$ cat config.mk
export PLATFORM = sky130hd
export DESIGN_NAME = packet_merge_arbiter
export DESIGN_NICKNAME = d
export VERILOG_FILES = /design/src/rtl/packet_merge_arbiter.sv
export SDC_FILE = /design/constraint.sdc
export NUM_CORES = 1
export LEC_CHECK = 0
export ABC_AREA = 0
export BUFFER_PORTS_ARGS = -buffer_cell sky130_fd_sc_hd__buf_2
export CORE_MARGIN = 1
export CORE_UTILIZATION = 46
export CTS_CLUSTER_SIZE = 24
export DETAILED_ROUTE_END_ITERATION = 10
export PLACE_DENSITY_LB_ADDON = 0.25
export SYNTH_ARGS = -nofsm -noshare
export SYNTH_HDL_FRONTEND = slang
export SYNTH_SLANG_ARGS = --single-unit
$ cat constraint.sdc
create_clock -name clk -period 2.8 [get_ports clk]
set_input_delay 0.42 -clock clk [delete_from_list [all_inputs] [get_ports clk]]
set_output_delay 0.42 -clock clk [all_outputs]
set_load 0.02 [all_outputs]
$ cat src/rtl/packet_merge_arbiter.sv
// Round-robin merge of NUM_PORTS router egress channels into one valid/ready stream tagged with the source port.
// Optional out_parity output (XOR of out_data) is present when PKT_MERGE_PARITY_EN is defined.
module packet_merge_arbiter #(
  parameter int DATA_WIDTH      = 32,
  parameter int NUM_PORTS       = 4,
  parameter int SRC_WIDTH       = 2,
  parameter int RELEASE_TIMEOUT = 16
) (
  input  logic                            clk,
  input  logic                            rst,
  input  logic [NUM_PORTS*DATA_WIDTH-1:0] port_data_in,
  input  logic [NUM_PORTS-1:0]            port_valid_in,
  output logic [NUM_PORTS-1:0]            port_ready_out,
  output logic [DATA_WIDTH-1:0]           out_data,
  output logic [SRC_WIDTH-1:0]            out_src,
  output logic                            out_valid,
  input  logic                            out_ready,
  output logic                            busy,
  output logic [1:0]                      merge_state,
  output logic [15:0]                     pkt_count,
`ifdef PKT_MERGE_PARITY_EN
  output logic                            out_parity,
`endif
  output logic                            err_timeout
);

  localparam int IDX_W = (NUM_PORTS > 1) ? $clog2(NUM_PORTS) : 1;

  typedef enum logic [1:0] {
    IDLE    = 2'b00,
    SEND    = 2'b01,
    RELEASE = 2'b10,
    RECOVER = 2'b11
  } state_t;

  state_t                    state_q, state_d;
  logic [IDX_W-1:0]          last_grant_q, last_grant_d;
  logic [IDX_W-1:0]          cur_g_q, cur_g_d;
  logic [7:0]                rel_cnt_q, rel_cnt_d;
  logic [NUM_PORTS-1:0]      ready_q, ready_d;
  logic [DATA_WIDTH-1:0]     data_q, data_d;
  logic [SRC_WIDTH-1:0]      src_q, src_d;
  logic                      valid_q, valid_d;
  logic [15:0]               count_q, count_d;
  logic                      err_q, err_d;
`ifdef PKT_MERGE_PARITY_EN
  logic                      parity_q, parity_d;
`endif

  logic [DATA_WIDTH-1:0]     port_data [NUM_PORTS];
  logic [NUM_PORTS-1:0]      req;
  logic                      req_any;
  logic [IDX_W-1:0]          pick;

  for (genvar i = 0; i < NUM_PORTS; i++) begin : g_unpack
    assign port_data[i] = port_data_in[i*DATA_WIDTH +: DATA_WIDTH];
  end

  // Scan downward from the farthest candidate so the nearest one after last_grant wins.
  always_comb begin
    req     = port_valid_in & ready_q;
    req_any = 1'b0;
    pick    = '0;
    for (int k = NUM_PORTS - 1; k >= 0; k--) begin
      if (req[(int'(last_grant_q) + 1 + k) % NUM_PORTS]) begin
        req_any = 1'b1;
        pick    = IDX_W'((int'(last_grant_q) + 1 + k) % NUM_PORTS);
      end
    end
  end

  always_comb begin
    // NOTE: every signal gets a hold-value default first so no path leaves it unassigned (no latches).
    state_d      = state_q;
    last_grant_d = last_grant_q;
    cur_g_d      = cur_g_q;
    rel_cnt_d    = rel_cnt_q;
    ready_d      = ready_q;
    data_d       = data_q;
    src_d        = src_q;
    valid_d      = valid_q;
    count_d      = count_q;
    err_d        = err_q;
`ifdef PKT_MERGE_PARITY_EN
    parity_d     = parity_q;
`endif
    unique case (state_q)
      IDLE: begin
        if (req_any) begin
          cur_g_d       = pick;
          data_d        = port_data[pick];
          src_d         = SRC_WIDTH'(pick);
          valid_d       = 1'b1;
          ready_d[pick] = 1'b0;
          count_d       = count_q + 16'd1;
`ifdef PKT_MERGE_PARITY_EN
          parity_d      = ^port_data[pick];
`endif
          state_d       = SEND;
        end
      end
      SEND: begin
        if (valid_q && out_ready) begin
          valid_d   = 1'b0;
          rel_cnt_d = 8'd0;
          state_d   = RELEASE;
        end
      end
      RELEASE: begin
        if (!port_valid_in[cur_g_q]) begin
          ready_d[cur_g_q] = 1'b1;
          last_grant_d     = cur_g_q;
          state_d          = IDLE;
        end else if (rel_cnt_q == 8'(RELEASE_TIMEOUT - 1)) begin
          err_d   = 1'b1;
          state_d = RECOVER;
        end else begin
          rel_cnt_d = rel_cnt_q + 8'd1;
        end
      end
      RECOVER: begin
        ready_d[cur_g_q] = 1'b1;
        last_grant_d     = cur_g_q;
        state_d          = IDLE;
      end
      default: state_d = IDLE;
    endcase
  end

  // NOTE: sequential state uses non-blocking assignments so all registers update together at the edge.
  always_ff @(posedge clk or posedge rst) begin
    if (rst) begin
      state_q      <= IDLE;
      last_grant_q <= IDX_W'(NUM_PORTS - 1);
      cur_g_q      <= '0;
      rel_cnt_q    <= 8'd0;
      ready_q      <= '1;
      data_q       <= '0;
      src_q        <= '0;
      valid_q      <= 1'b0;
      count_q      <= 16'd0;
      err_q        <= 1'b0;
`ifdef PKT_MERGE_PARITY_EN
      parity_q     <= 1'b0;
`endif
    end else begin
      state_q      <= state_d;
      last_grant_q <= last_grant_d;
      cur_g_q      <= cur_g_d;
      rel_cnt_q    <= rel_cnt_d;
      ready_q      <= ready_d;
      data_q       <= data_d;
      src_q        <= src_d;
      valid_q      <= valid_d;
      count_q      <= count_d;
      err_q        <= err_d;
`ifdef PKT_MERGE_PARITY_EN
      parity_q     <= parity_d;
`endif
    end
  end

  assign port_ready_out = ready_q;
  assign out_data       = data_q;
  assign out_src        = src_q;
  assign out_valid      = valid_q;
  assign busy           = (state_q != IDLE);
  assign merge_state    = state_q;
  assign pkt_count      = count_q;
  assign err_timeout    = err_q;
`ifdef PKT_MERGE_PARITY_EN
  assign out_parity     = parity_q;
`endif

endmodule

==> metrics.md, run 1 <==
| Metric | Value |
|---|---|
| Setup tns final | 0 ns |
| Top cell by count, worst path | o221ai_1 |
| Clock power share | 44.1% |
| Register area share after synthesis | a little under half |
| Area grow syn2layout | 35.5% |
| Routed Antenna Nets | 0 |
| Crit Path Max Fanout | 21 |
| Synthesized area | 3700 sq um |
| Via count | ~3.4k |
| TritonCTS clock tree | yes |
| FP Rows | 32 |
| Critical Path AT | 2.28 ns |
| Power Internal | around 0.0016 W |
| WL met1 | 4160 um |
| Most frequent cells in the layout | 193 x buf_2, 65 x mux2i_1, 62 x dfrtp_1 |
| PwrDens | 405 nW/um^2 |
| Vias per cell | 5.31 |
| Placed cell count | 631 |
| Final RePlAce weighted congestion | 0.808 |
| Period utilization | 75.4% |
| Post CTS Setup Buffer Count | 0 |
| LEAKAGE | 3.04 nW |
| Max Transition Viols Final | 0 |
| Final Hold Fails | 0 |
| Main synth FF type | dfrtp_1 |
| Final hold slack | between 0.15 and 0.2 ns |
| Yosys warns | 0 |
| DR WL/cell | 15.9 um |
| Max clock buf depth | 2 |
| CTS Root Cell | clkbuf_8 |
| Commonest non-fill, non-tap cell in the layout | buf_2 |
| Final cell count without fillers | roughly 650 |
| GRT overflow | 0 |
| Initial drt markers | 105 |
| Number of global-route vias before repair | 3403 |
| Ant. Diodes | 0 |
| Placed cell areas | 4790 sq um |
| Detailed Route WL | 10300 um |
| Net Sw Frac | 21.5% |
| Status | finished, final reports clean |
| Core ar. | 7770 sq um |
| Hold-fix buffers, CTS | 0 |
| Height of the die | 91.7 um |
| Worst-Margin Slew | 0.827 ns |
| Multi-input logic area | 1870 sq um |
| Post-route minimum period | ~2.1 ns |
| Worst skew pair latency | 0.33 ns |
| Mean Syn Cell Area | between 10 and 15 sq um |
| Filler Cells Inserted | between 600 and 700 |
| Maximum vdd drop | 0.299 mV |
| Max Cap Violations | 0 |
| Worst slack, placed | 0.668 ns |
| Setup-failing EPs final | 0 |
| Drt pass-1 iters | 4 |
| FMAX | roughly 0.47 GHz |
| Req. time, crit path | slightly below 3 ns |
| Initial core utilization | 47.6% |
| Gr usage total | 25.1% |
| H-tree depth | 3 |
| Sink Count | 68 |
| Slowest CP cell | dfstp_2 |
| Switching power | 0.000436 W |
| Buffer and inverter count on the worst path | 1 |
| Initial antenna violation count | 0 |
| Metal3 WL | 611 um |
| Combinational share of power | 7.6% |
| Mapped Cells | 349 |
| Clock Skew | 0.00905 ns |
| Post-synth ARST share | 100% |
| Register share of total power | between 40% and 50% |
| Post-synth EDFFs | 0 |
| Final Worst Setup Slack | 0.690 ns |
| Die ar. | about 8400 sq um |
| Top Family by Delay on Critical Path | flip-flops |
| Nets | slightly below 700 |
| Clk slew on worst S/H paths | around 0.080 ns |
| Critical path cell sequence | and2_1 > o221ai_1 > a21oi_4 > buf_4 > mux2i_1 > o221ai_1 |
| Worst hold-check path type | in2async |
| Max Used Layer | met4 |
| Yosys cell types | 46 |
| CP endpoint kind | flop |
| Port bufs | roughly 190 |
| RSZ-0062 raised after global routing | no |
| Design Area, Final | 5010 sq um |
| Top Ports | 194 |
| Die width | 91.7 um |
| TritonCTS Buffers | 9 |
| Largest net degree at the start of global routing | 49 |
| Syn nets | 486 |
| Relative slew slack | between 40% and 50% |
| Storage element area | 1710 sq um |
| Hpwl dp | a little under 8000 um |
| #FFs+latches synth | 68 |
| Startpoint Class | flop |
| Share of layout cells above drive strength 1 | 42.4% |
| Post_cts resized | 0 |
| Met2 WL post-DR | approximately 5400 um |
| DRC viols | 0 |
| First-pass GRT wire length | 16400 um |
| Setup CP Type | reg2reg |
| Slowest stage delay, CP | about 0.56 ns |
==> registers in the layout (all words and copies together), names as in the netlist <==
| name | flops |
|---|---|
| err_timeout | 1 |
| last_grant_q | 2 |
| merge_state | 2 |
| out_data | 32 |
| out_src | 2 |
| out_valid | 1 |
| pkt_count | 16 |
| port_ready_out | 4 |
| rel_cnt_q | 8 |
==> cells by family (layout without fill, tap and decap cells) <==
logic type | after synthesis | in the layout | synth area share (%)
xor+xnor | 18 | 18 | 4.26
compound gates | 59 | 59 | 12.8
buf+inv | 28 | 224 | 3.49
flops | 68 | 68 | 46.2
simple gates | 107 | 107 | 14.1
mux | 67 | 67 | 18.5
fa+ha+maj | 2 | 2 | 0.677
==> worst register-to-register path: stages (launching register included) <==
cell	delay, ns
dfstp_2	0.56
and2_1	0.15
o221ai_1	0.18
a21oi_4	0.20
buf_4	0.35
mux2i_1	0.35
o221ai_1	0.17
==> layer usage <==
layer | track usage, % | up-vias
met5 | 0 | -
met4 | 7.54 | 0
met3 | 4.98 | 9
met2 | 44.5 | 129
met1 | 30.7 | 1636
li1 | - | 1663
==> through the flow <==
stage	utilization (%)	total power (W)
floorplan	-	0.00105
finish	64.5	0.00203
CTS	64.5	0.00205
global route	64.5	0.00211
global placement	61.7	0.00115
detailed placement	61.7	0.00116
==> Yosys cell counts (2+ instances only) <==
cell type  instances  share of area [%]
nand2b_1           2               0.34
inv_1              8               0.81
xor2_1             5                1.2
nor3_1             4               0.54
buf_2              7               0.95
dfstp_2            6                4.3
clkbuf_1          10                1.0
dfrtp_1           62                 42
buf_4              2               0.41
nand2_1           60                6.1
a21oi_1            6               0.81
ha_1               2               0.68
o21ai_0            2               0.27
o211ai_1           5                1.0
xnor2_1           13                3.1
nand4_1            5               0.85
or3_1              2               0.34
a22oi_1            2               0.41
nand3_1            6               0.81
and2_1             4               0.68
o221ai_1          33                7.8
nor2_1            13                1.3
o31ai_1            2               0.41
and4_1             2               0.47
mux2i_1           65                 18
==> power by group through the flow <==
| stage | clock, W | combinational [W] | sequential [W] |
|---|---|---|---|
| floorplan | 0 | 0.0000444 | 0.00100 |
| global placement | 0 | 0.000151 | 0.00100 |
| detailed placement | 0 | 0.000156 | 0.00100 |
| CTS | 0.000913 | 0.000156 | 0.000982 |
| global route | 0.000960 | 0.000171 | 0.000982 |
| finish | 0.000896 | 0.000154 | 0.000982 |
==> area by class of cell <==
| class | instances | share of cell area, % |
|---|---|---|
| clock inverter | 4 | 1.45 |
| multi-input combinational | 253 | 37.3 |
| sequential | 68 | 34.1 |
| tap | 102 | 2.55 |
| timing repair buffer | 200 | 21.1 |
| inverter | 8 | 0.599 |
| clock buffer | 12 | 2.90 |
==> worst paths after layout <==
check	from	to	slack (ns)	depth (start not counted)
setup / recovery	port_ready_out[2]	out_data[26]	0.69	6
hold / removal	rst	out_data[23]	0.17	2
setup reg to reg	port_ready_out[2]	out_data[26]	0.69	6
hold reg to reg	pkt_count[15]	pkt_count[15]	0.47	1
max in group asynchronous	rst	last_grant_q[1]	1.92	3
min in group clk	out_ready	merge_state[0]	0.40	4
No activity file was read; power rests on OpenSTA's default activity.
==> run 2: changes to the inputs <==
--- a/config.mk
+++ b/config.mk
@@ -5,10 +5,10 @@
 export SDC_FILE = /design/constraint.sdc
 export NUM_CORES = 1
 export LEC_CHECK = 0
-export ABC_AREA = 0
+export ABC_AREA = 1
 export BUFFER_PORTS_ARGS = -buffer_cell sky130_fd_sc_hd__buf_2
 export CORE_MARGIN = 1
-export CORE_UTILIZATION = 46
+export CORE_UTILIZATION = 45
 export CTS_CLUSTER_SIZE = 24
 export DETAILED_ROUTE_END_ITERATION = 10
 export PLACE_DENSITY_LB_ADDON = 0.25
==> constraint.sdc (replaced) <==
create_clock -name clk -period 1.85 [get_ports clk]
set_input_delay 0.2775 -clock clk [delete_from_list [all_inputs] [get_ports clk]]
set_output_delay 0.2775 -clock clk [all_outputs]
set_load 0.02 [all_outputs]
==> metrics.md, run 2 <==
| Metric | Value |
|---|---|
| Critical path cell sequence | buf_12 > xor2_4 > nor2_2 > nor2_4 > nand3_4 > nand2_4 > clkbuf_16 > nand2_1 > nand3_1 > nand2_1 > nand2_1 > nand2_1 |
| Count leader, synth | nand2_1 |
| Detailed Route WL | 15800 um (+54%) |
| Height of the die | 107 um (+17%) |
| TritonCTS Buffers | 9 (unchanged) |
| Setup CP Type | reg2reg |
| Mapped Cells | 752 (+120%) |
| Ant. Diodes | 0 (unchanged) |
| Core ar. | 10500 sq um (+35%) |
| Period utilization | 116% (+40 points) |
| TritonCTS clock tree | yes |
| Main synth FF type | dfrtp_1 |
| Initial drt markers | 447 (+330%) |
| Setup-failing EPs final | 46 (+46) |
| Filler Cells Inserted | 965 (+41%) |
| Relative slew slack | 74.0% (+29 points) |
| Vias per cell | 5.08 (-4.4%) |
| Critical Path AT | 2.38 ns (+0.10 ns) |
| Number of global-route vias before repair | 4983 (+46%) |
| Worst skew pair latency | 0.35 ns (+0.02 ns) |
| Top cells by count, synth | 285 x nand2_1, 131 x nand3_1, 105 x inv_1, 62 x dfrtp_1, 22 x nor2_1 |
| DRC viols | 0 (unchanged) |
| Worst-Margin Slew | 0.388 ns (-0.439 ns) |
| Yosys top cell area share | 31.4% (-11 points) |
| First-pass GRT wire length | 24300 um (+48%) |
| Failing checks | setup timing |
| Yosys top cell by area | dfrtp_1 |
| Drt pass-1 iters | 6 (+2) |
| Clk slew on worst S/H paths | 0.08 ns (about the same) |
| Share of layout cells above drive strength 1 | 33.7% (-8.7 points) |
| Nets | 1109 (+64%) |
| CP endpoint kind | flop |
| Area grow syn2layout | 40.9% |
| Port bufs | 193 (unchanged) |
| Final Hold Fails | 0 (unchanged) |
| Most frequent cells in the layout | 274 x nand2_1, 193 x buf_2, 127 x nand3_1 |
| Initial antenna violation count | 0 (unchanged) |
| Yosys warns | 0 (unchanged) |
| Req. time, crit path | 2.09 ns (-0.88 ns) |
| Hpwl dp | 10700 um (+39%) |
| PwrDens | 1190 nW/um^2 (+190%) |
| LEAKAGE | 4.04 nW (+33%) |
| Largest net degree at the start of global routing | 69 (+41%) |
| DR WL/cell | 14.2 um (-10%) |
| FF-to-FF setup slack | -0.29 ns (-0.98 ns) |
| Gr usage total | 27.3% (+2.2 points) |
| Initial core utilization | 47.0% (-0.56 points) |
| Register area share after synthesis | 34.6% (-12 points) |
| Via count | 5650 (+64%) |
| Max FFs per register | 32 (unchanged) |
| Slowest CP cell | dfstp_2 |
| Final RePlAce weighted congestion | 0.876 (+8.5%) |
| Final Worst Setup Slack | -0.290 ns (-0.980 ns) |
| FP Rows | 37 (+16%) |
| GRT overflow | 0 (unchanged) |
| #FFs+latches synth | 68 (unchanged) |
| Slowest stage delay, CP | 0.60 ns (+0.04 ns) |
| Sink Count | 68 (unchanged) |
| CTS Root Cell | clkbuf_8 |
| Post-route minimum period | 2.14 ns (+0.0301 ns) |
| Mean Syn Cell Area | 6.57 sq um (-38%) |
| Yosys cell types | 31 (-33%) |
| RSZ-0062 raised after global routing | yes |
| Routed Antenna Nets | 0 (unchanged) |
| Worst hold-check path type | in2async |
| Startpoint Class | flop |
| Die ar. | 11400 sq um (+36%) |
| Synthesized area | 4940 sq um (+34%) |
| Maximum vdd drop | 0.831 mV (+180%) |
| Clock Skew | 0.0104 ns (+0.00138 ns) |
| Top Ports | 194 (unchanged) |
| Setup tns final | -8.62 ns (-8.62 ns) |
| Crit Path Max Fanout | 10 (-52%) |
| Syn nets | 889 (+83%) |
| Commonest non-fill, non-tap cell in the layout | nand2_1 |
| Top cell by count, worst path | nand2_1 |
| Die width | 107 um (+17%) |
| Max Cap Violations | 0 (unchanged) |
| Post-synth ARST share | 100% (unchanged) |
| Max Transition Viols Final | 0 (unchanged) |
| Post-synth EDFFs | 0 (unchanged) |
| Top post-synthesis cells by area | dfrtp_1 31%, nand2_1 22%, nand3_1 13%, inv_1 8.0%, nand3_2 3.8% |
| Worst slack, placed | -0.234 ns (-0.902 ns) |
| Status | finished, violations left |
| Max clock buf depth | 2 (unchanged) |
| FMAX | 0.467 GHz (-1.4%) |
| H-tree depth | 3 (unchanged) |
-- run 2: cell types whose count changed after synthesis, moves of 16 or more --
cell and change:
nand2_1 +225, nand3_2 +19, mux2i_1 -65, o221ai_1 -33, o21ai_0 +16, nand3_1 +125
inv_1 +97
-- run 2: metal layers --
metal | global-route usage (%) | wire length, um | up-vias
li1 | - | - | 2797
met3 | 6.44 | 1110 | 20
met1 | 34.4 | 6770 | 2605
met2 | 46.9 | 7730 | 228
met4 | 7.14 | 223 | 0
met5 | 0 | 0 | -
-- run 2: final cells by class --
cell class | count | area (sq um) | share of cell area [%]
Multi-Input combinational cell | 539 | 2730 | 39.2
Timing Repair Buffer | 248 | 1740 | 25.0
Sequential cell | 68 | 1710 | 24.6
Inverter | 106 | 404 | 5.80
Tap cell | 136 | 170 | 2.44
Clock buffer | 10 | 138 | 1.98
Clock inverter | 6 | 71.3 | 1.02
-- run 2: path summary, 6_finish.rpt --
path                             startpoint                end  depth (start not counted)
max                         last_grant_q[0]        out_data[8]                         12
min                                     rst     merge_state[0]                          3
max reg2reg                 last_grant_q[0]        out_data[8]                         12
min reg2reg                    out_data[25]       out_data[25]                          2
max in group asynchronous               rst  port_ready_out[2]                          3
min in group clk           port_data_in[42]       out_data[10]                          7
-- run 2: kinds of logic (layout without fill, tap and decap cells) --
| logic type | count (synthesis) | after routing | share of synthesized area [%] |
|---|---|---|---|
| adders and majority gates | 2 | 2 | 0.506 |
| xor gates and xnor gates | 18 | 18 | 3.19 |
| and+or+nand+nor | 488 | 488 | 44.1 |
| DFF | 68 | 68 | 34.6 |
| AOI/OAI and AO/OA | 31 | 31 | 3.44 |
| buffers and inverters | 145 | 370 | 14.1 |
-- run 2: stage by stage --
| step | power (W) | instances | utilization, % | cell area [sq um] | hold WS [ns] |
|---|---|---|---|---|---|
| 2_1_floorplan | 0.00493 | 752 | - | 4960 | 0.432 |
| 3_3_place_gp | 0.00651 | 1080 | 59.6 | 6270 | 0.409 |
| 3_5_place_dp | 0.00655 | 1080 | 59.6 | 6270 | 0.412 |
| 4_1_cts | 0.00818 | 1108 | 64.9 | 6820 | 0.0268 |
| 5_1_grt | 0.00892 | 1113 | 66.3 | 6960 | 0.0347 |
| 6_report | 0.00831 | 1113 | 66.3 | 6960 | 0.0212 |
-- run 2: critical path: cells and delay by family (launching register included) --
kind / cells / cell delay, ns
flops: 1 / 0.60
buf+inv: 2 / 0.32
simple gates: 9 / 0.94
xor+xnor: 1 / 0.17
-- run 2: power breakdown --
part           switching [W]  internal [W]  leakage (nW)
Sequential          0.000462       0.00206         0.845
Combinational        0.00269       0.00179          3.09
Clock               0.000636      0.000671        0.0995
-- run 2: repair_timing --
| action | CTS | global route |
|---|---|---|
| pin swaps | 6 | 8 |
| cloned | 6 | 1 |
| setup endpoints to repair | 56 | 61 |
| resized for setup | 37 | 23 |
| setup buffers | 6 | 5 |
| hold buffers | 0 | 0 |
==> run 3: changes to the inputs <==
--- a/config.mk
+++ b/config.mk
@@ -5,10 +5,9 @@
 export SDC_FILE = /design/constraint.sdc
 export NUM_CORES = 1
 export LEC_CHECK = 0
-export ABC_AREA = 1
 export BUFFER_PORTS_ARGS = -buffer_cell sky130_fd_sc_hd__buf_2
 export CORE_MARGIN = 1
-export CORE_UTILIZATION = 45
+export CORE_UTILIZATION = 41
 export CTS_CLUSTER_SIZE = 24
 export DETAILED_ROUTE_END_ITERATION = 10
 export PLACE_DENSITY_LB_ADDON = 0.25
==> metrics.md, run 3 (synthesized netlist as in run 1, its figures left out) <==
| Metric | Value |
|---|---|
| Status | finished, violations left |
| Failing checks | setup timing |
| Height of the die | 97.0 um (-9.2%) |
| Commonest non-fill, non-tap cell in the layout | buf_2 |
| R2R Path End | out_data[23] |
| Post-route minimum period | 1.95 ns (-0.194 ns) |
| LEAKAGE | 3.23 nW (-20%) |
| Nets | 706 (-36%) |
| Drt pass-1 iters | 4 (-2) |
| DR WL/cell | 16.1 um (+13%) |
| Final cell count without fillers | 682 (-39%) |
| Max Transition Viols Final | 0 (unchanged) |
| Worst hold-check path type | in2reg |
| Die width | 97.0 um (-9.2%) |
| Initial core utilization | 42.4% (-4.6 points) |
| DRC viols | 0 (unchanged) |
| Initial drt markers | 67 (-85%) |
| Startpoint Class | flop |
| Filler Cells Inserted | 730 (-24%) |
| Top Ports | 194 (unchanged) |
| GRT overflow | 0 (unchanged) |
| FMAX | 0.514 GHz (+10%) |
| Maximum vdd drop | 0.373 mV (-55%) |
| Hold Crit Depth | 3 |
| Clk slew on worst S/H paths | 0.08 ns (about the same) |
| Ant. Diodes | 0 (unchanged) |
| Crit Path Max Fanout | 8 (-2) |
| Core ar. | 8720 sq um (-17%) |
| Clock Skew | 0.00824 ns (-0.00219 ns) |
| Die ar. | 9400 sq um (-18%) |
| Share of layout cells above drive strength 1 | 47.7% (+14 points) |
| Req. time, crit path | 2.05 ns (-0.04 ns) |
| R2R cell count | 7 (-5) |
| TritonCTS clock tree | yes |
| Port bufs | 193 (unchanged) |
| Worst-Margin Slew | 0.605 ns (+0.217 ns) |
| Setup CP Type | reg2reg |
| Sink Count | 68 (unchanged) |
| Worst skew pair latency | 0.34 ns (about the same) |
| Detailed Route WL | 11000 um (-31%) |
| Hold endpoint | out_data[8] |
| FF-to-FF setup slack | -0.1 ns (+0.19 ns) |
| Initial antenna violation count | 0 (unchanged) |
| Area grow syn2layout | 46.6% |
| Final Hold Fails | 0 (unchanged) |
| Most frequent cells in the layout | 193 x buf_2, 62 x mux2i_1, 62 x dfrtp_1 |
| Storage element area | 1710 sq um (about the same) |
| Gr usage total | 24.2% (-3.1 points) |
| FP Rows | 34 (-8.1%) |
| CTS Root Cell | clkbuf_8 |
| Max FFs per register | 32 (unchanged) |
| CP endpoint kind | flop |
| Via count | 3617 (-36%) |
| Multi-input logic area | 1930 sq um (-29%) |
| PwrDens | 551 nW/um^2 (-54%) |
| Worst slack, placed | -0.0939 ns (+0.140 ns) |
| Final Worst Setup Slack | -0.0962 ns (+0.194 ns) |
| Placed cell count | 656 (-39%) |
| First-pass GRT wire length | 18100 um (-25%) |
| Largest net degree at the start of global routing | 48 (-30%) |
| Reg-to-reg startpoint | last_grant_q[0] |
| Setup-failing EPs final | 26 (-43%) |
| Final RePlAce weighted congestion | 0.849 (-3.1%) |
| Hpwl dp | 8020 um (-25%) |
| H-tree depth | 3 (unchanged) |
| Period utilization | 105% (-10 points) |
| Critical Path AT | 2.15 ns (-0.23 ns) |
| Max clock buf depth | 2 (unchanged) |
| Relative slew slack | 59.7% (-14 points) |
| Hold path startpoint | port_data_in[40] |
| Vias per cell | 5.30 (+4.5%) |
| Setup tns final | -1.33 ns (+7.29 ns) |
| Number of global-route vias before repair | 3772 (-24%) |
| RSZ-0062 raised after global routing | yes |
| Routed Antenna Nets | 0 (unchanged) |
| Max Cap Violations | 0 (unchanged) |
| TritonCTS Buffers | 9 (unchanged) |
[run 3: final cells by class]
class	instances	share of cell area, %
multi-input cells	253	35.7
flip-flops and latches	68	31.5
repair buffers	229	26.0
clock buffers	10	2.54
well taps	108	2.49
clock inverters	6	1.18
inverters	8	0.623
[run 3: power breakdown]
group | internal (W) | switching (W) | total (W)
registers | 0.00149 | 0 | 0.00149
logic | 0.000134 | 0.000102 | 0.000236
clock network | 0.000657 | 0.000607 | 0.00126
[run 3: what timing repair did]
action	CTS	global route
endpoints found under the setup margin	35	42
pin swaps	10	11
hold buffers	1	0
setup buffers	6	1
cloned	2	1
hold endpoints to repair	21	0
resized for setup	15	9
[run 3: through the flow]
step / utilization, % / hold WS (ns) / power [W] / cell area (sq um)
3_3_place_gp: 57.3 / 0.368 / 0.00174 / 5000
6_report: 62.1 / 0.241 / 0.00298 / 5420
4_1_cts: 61.6 / 0.217 / 0.00302 / 5370
2_1_floorplan: - / 0.432 / 0.00158 / 3710
3_5_place_dp: 57.3 / 0.369 / 0.00175 / 5000
5_1_grt: 62.1 / 0.238 / 0.00310 / 5420
[run 3: how the worst max path moves through the flow]
stage	slack (ns)	cells after the start	endpoint	start
after CTS	-0.02	7	out_data[9]	port_ready_out[0]
after detailed placement	-0.09	7	out_data[9]	last_grant_q[0]
final	-0.1	7	out_data[23]	last_grant_q[0]
after floorplan	0.0001	8	out_data[0]	port_ready_out[2]
after global routing	-0.16	7	out_data[23]	last_grant_q[0]
after global placement	-0.01	7	out_data[17]	last_grant_q[0]
[run 3: worst max-delay path: stages, from the launching register on]
cell and delay, ns:
dfstp_2 0.54, nand3b_1 0.14, o211ai_1 0.17, a21oi_4 0.28, buf_12 0.18, buf_12 0.14, mux2i_1 0.20, o221ai_1 0.15
[run 3: metal layers]
layer  share of wire (%)  wire length [um]  GRT usage [%]  up-vias
met3                 5.8               641           5.78       19
met5                   0                 0              0        -
li1                    -                 -              -     1731
met2                  49              5370           41.1      139
met1                  43              4760           30.2     1728
met4                 1.8               194           7.92        0
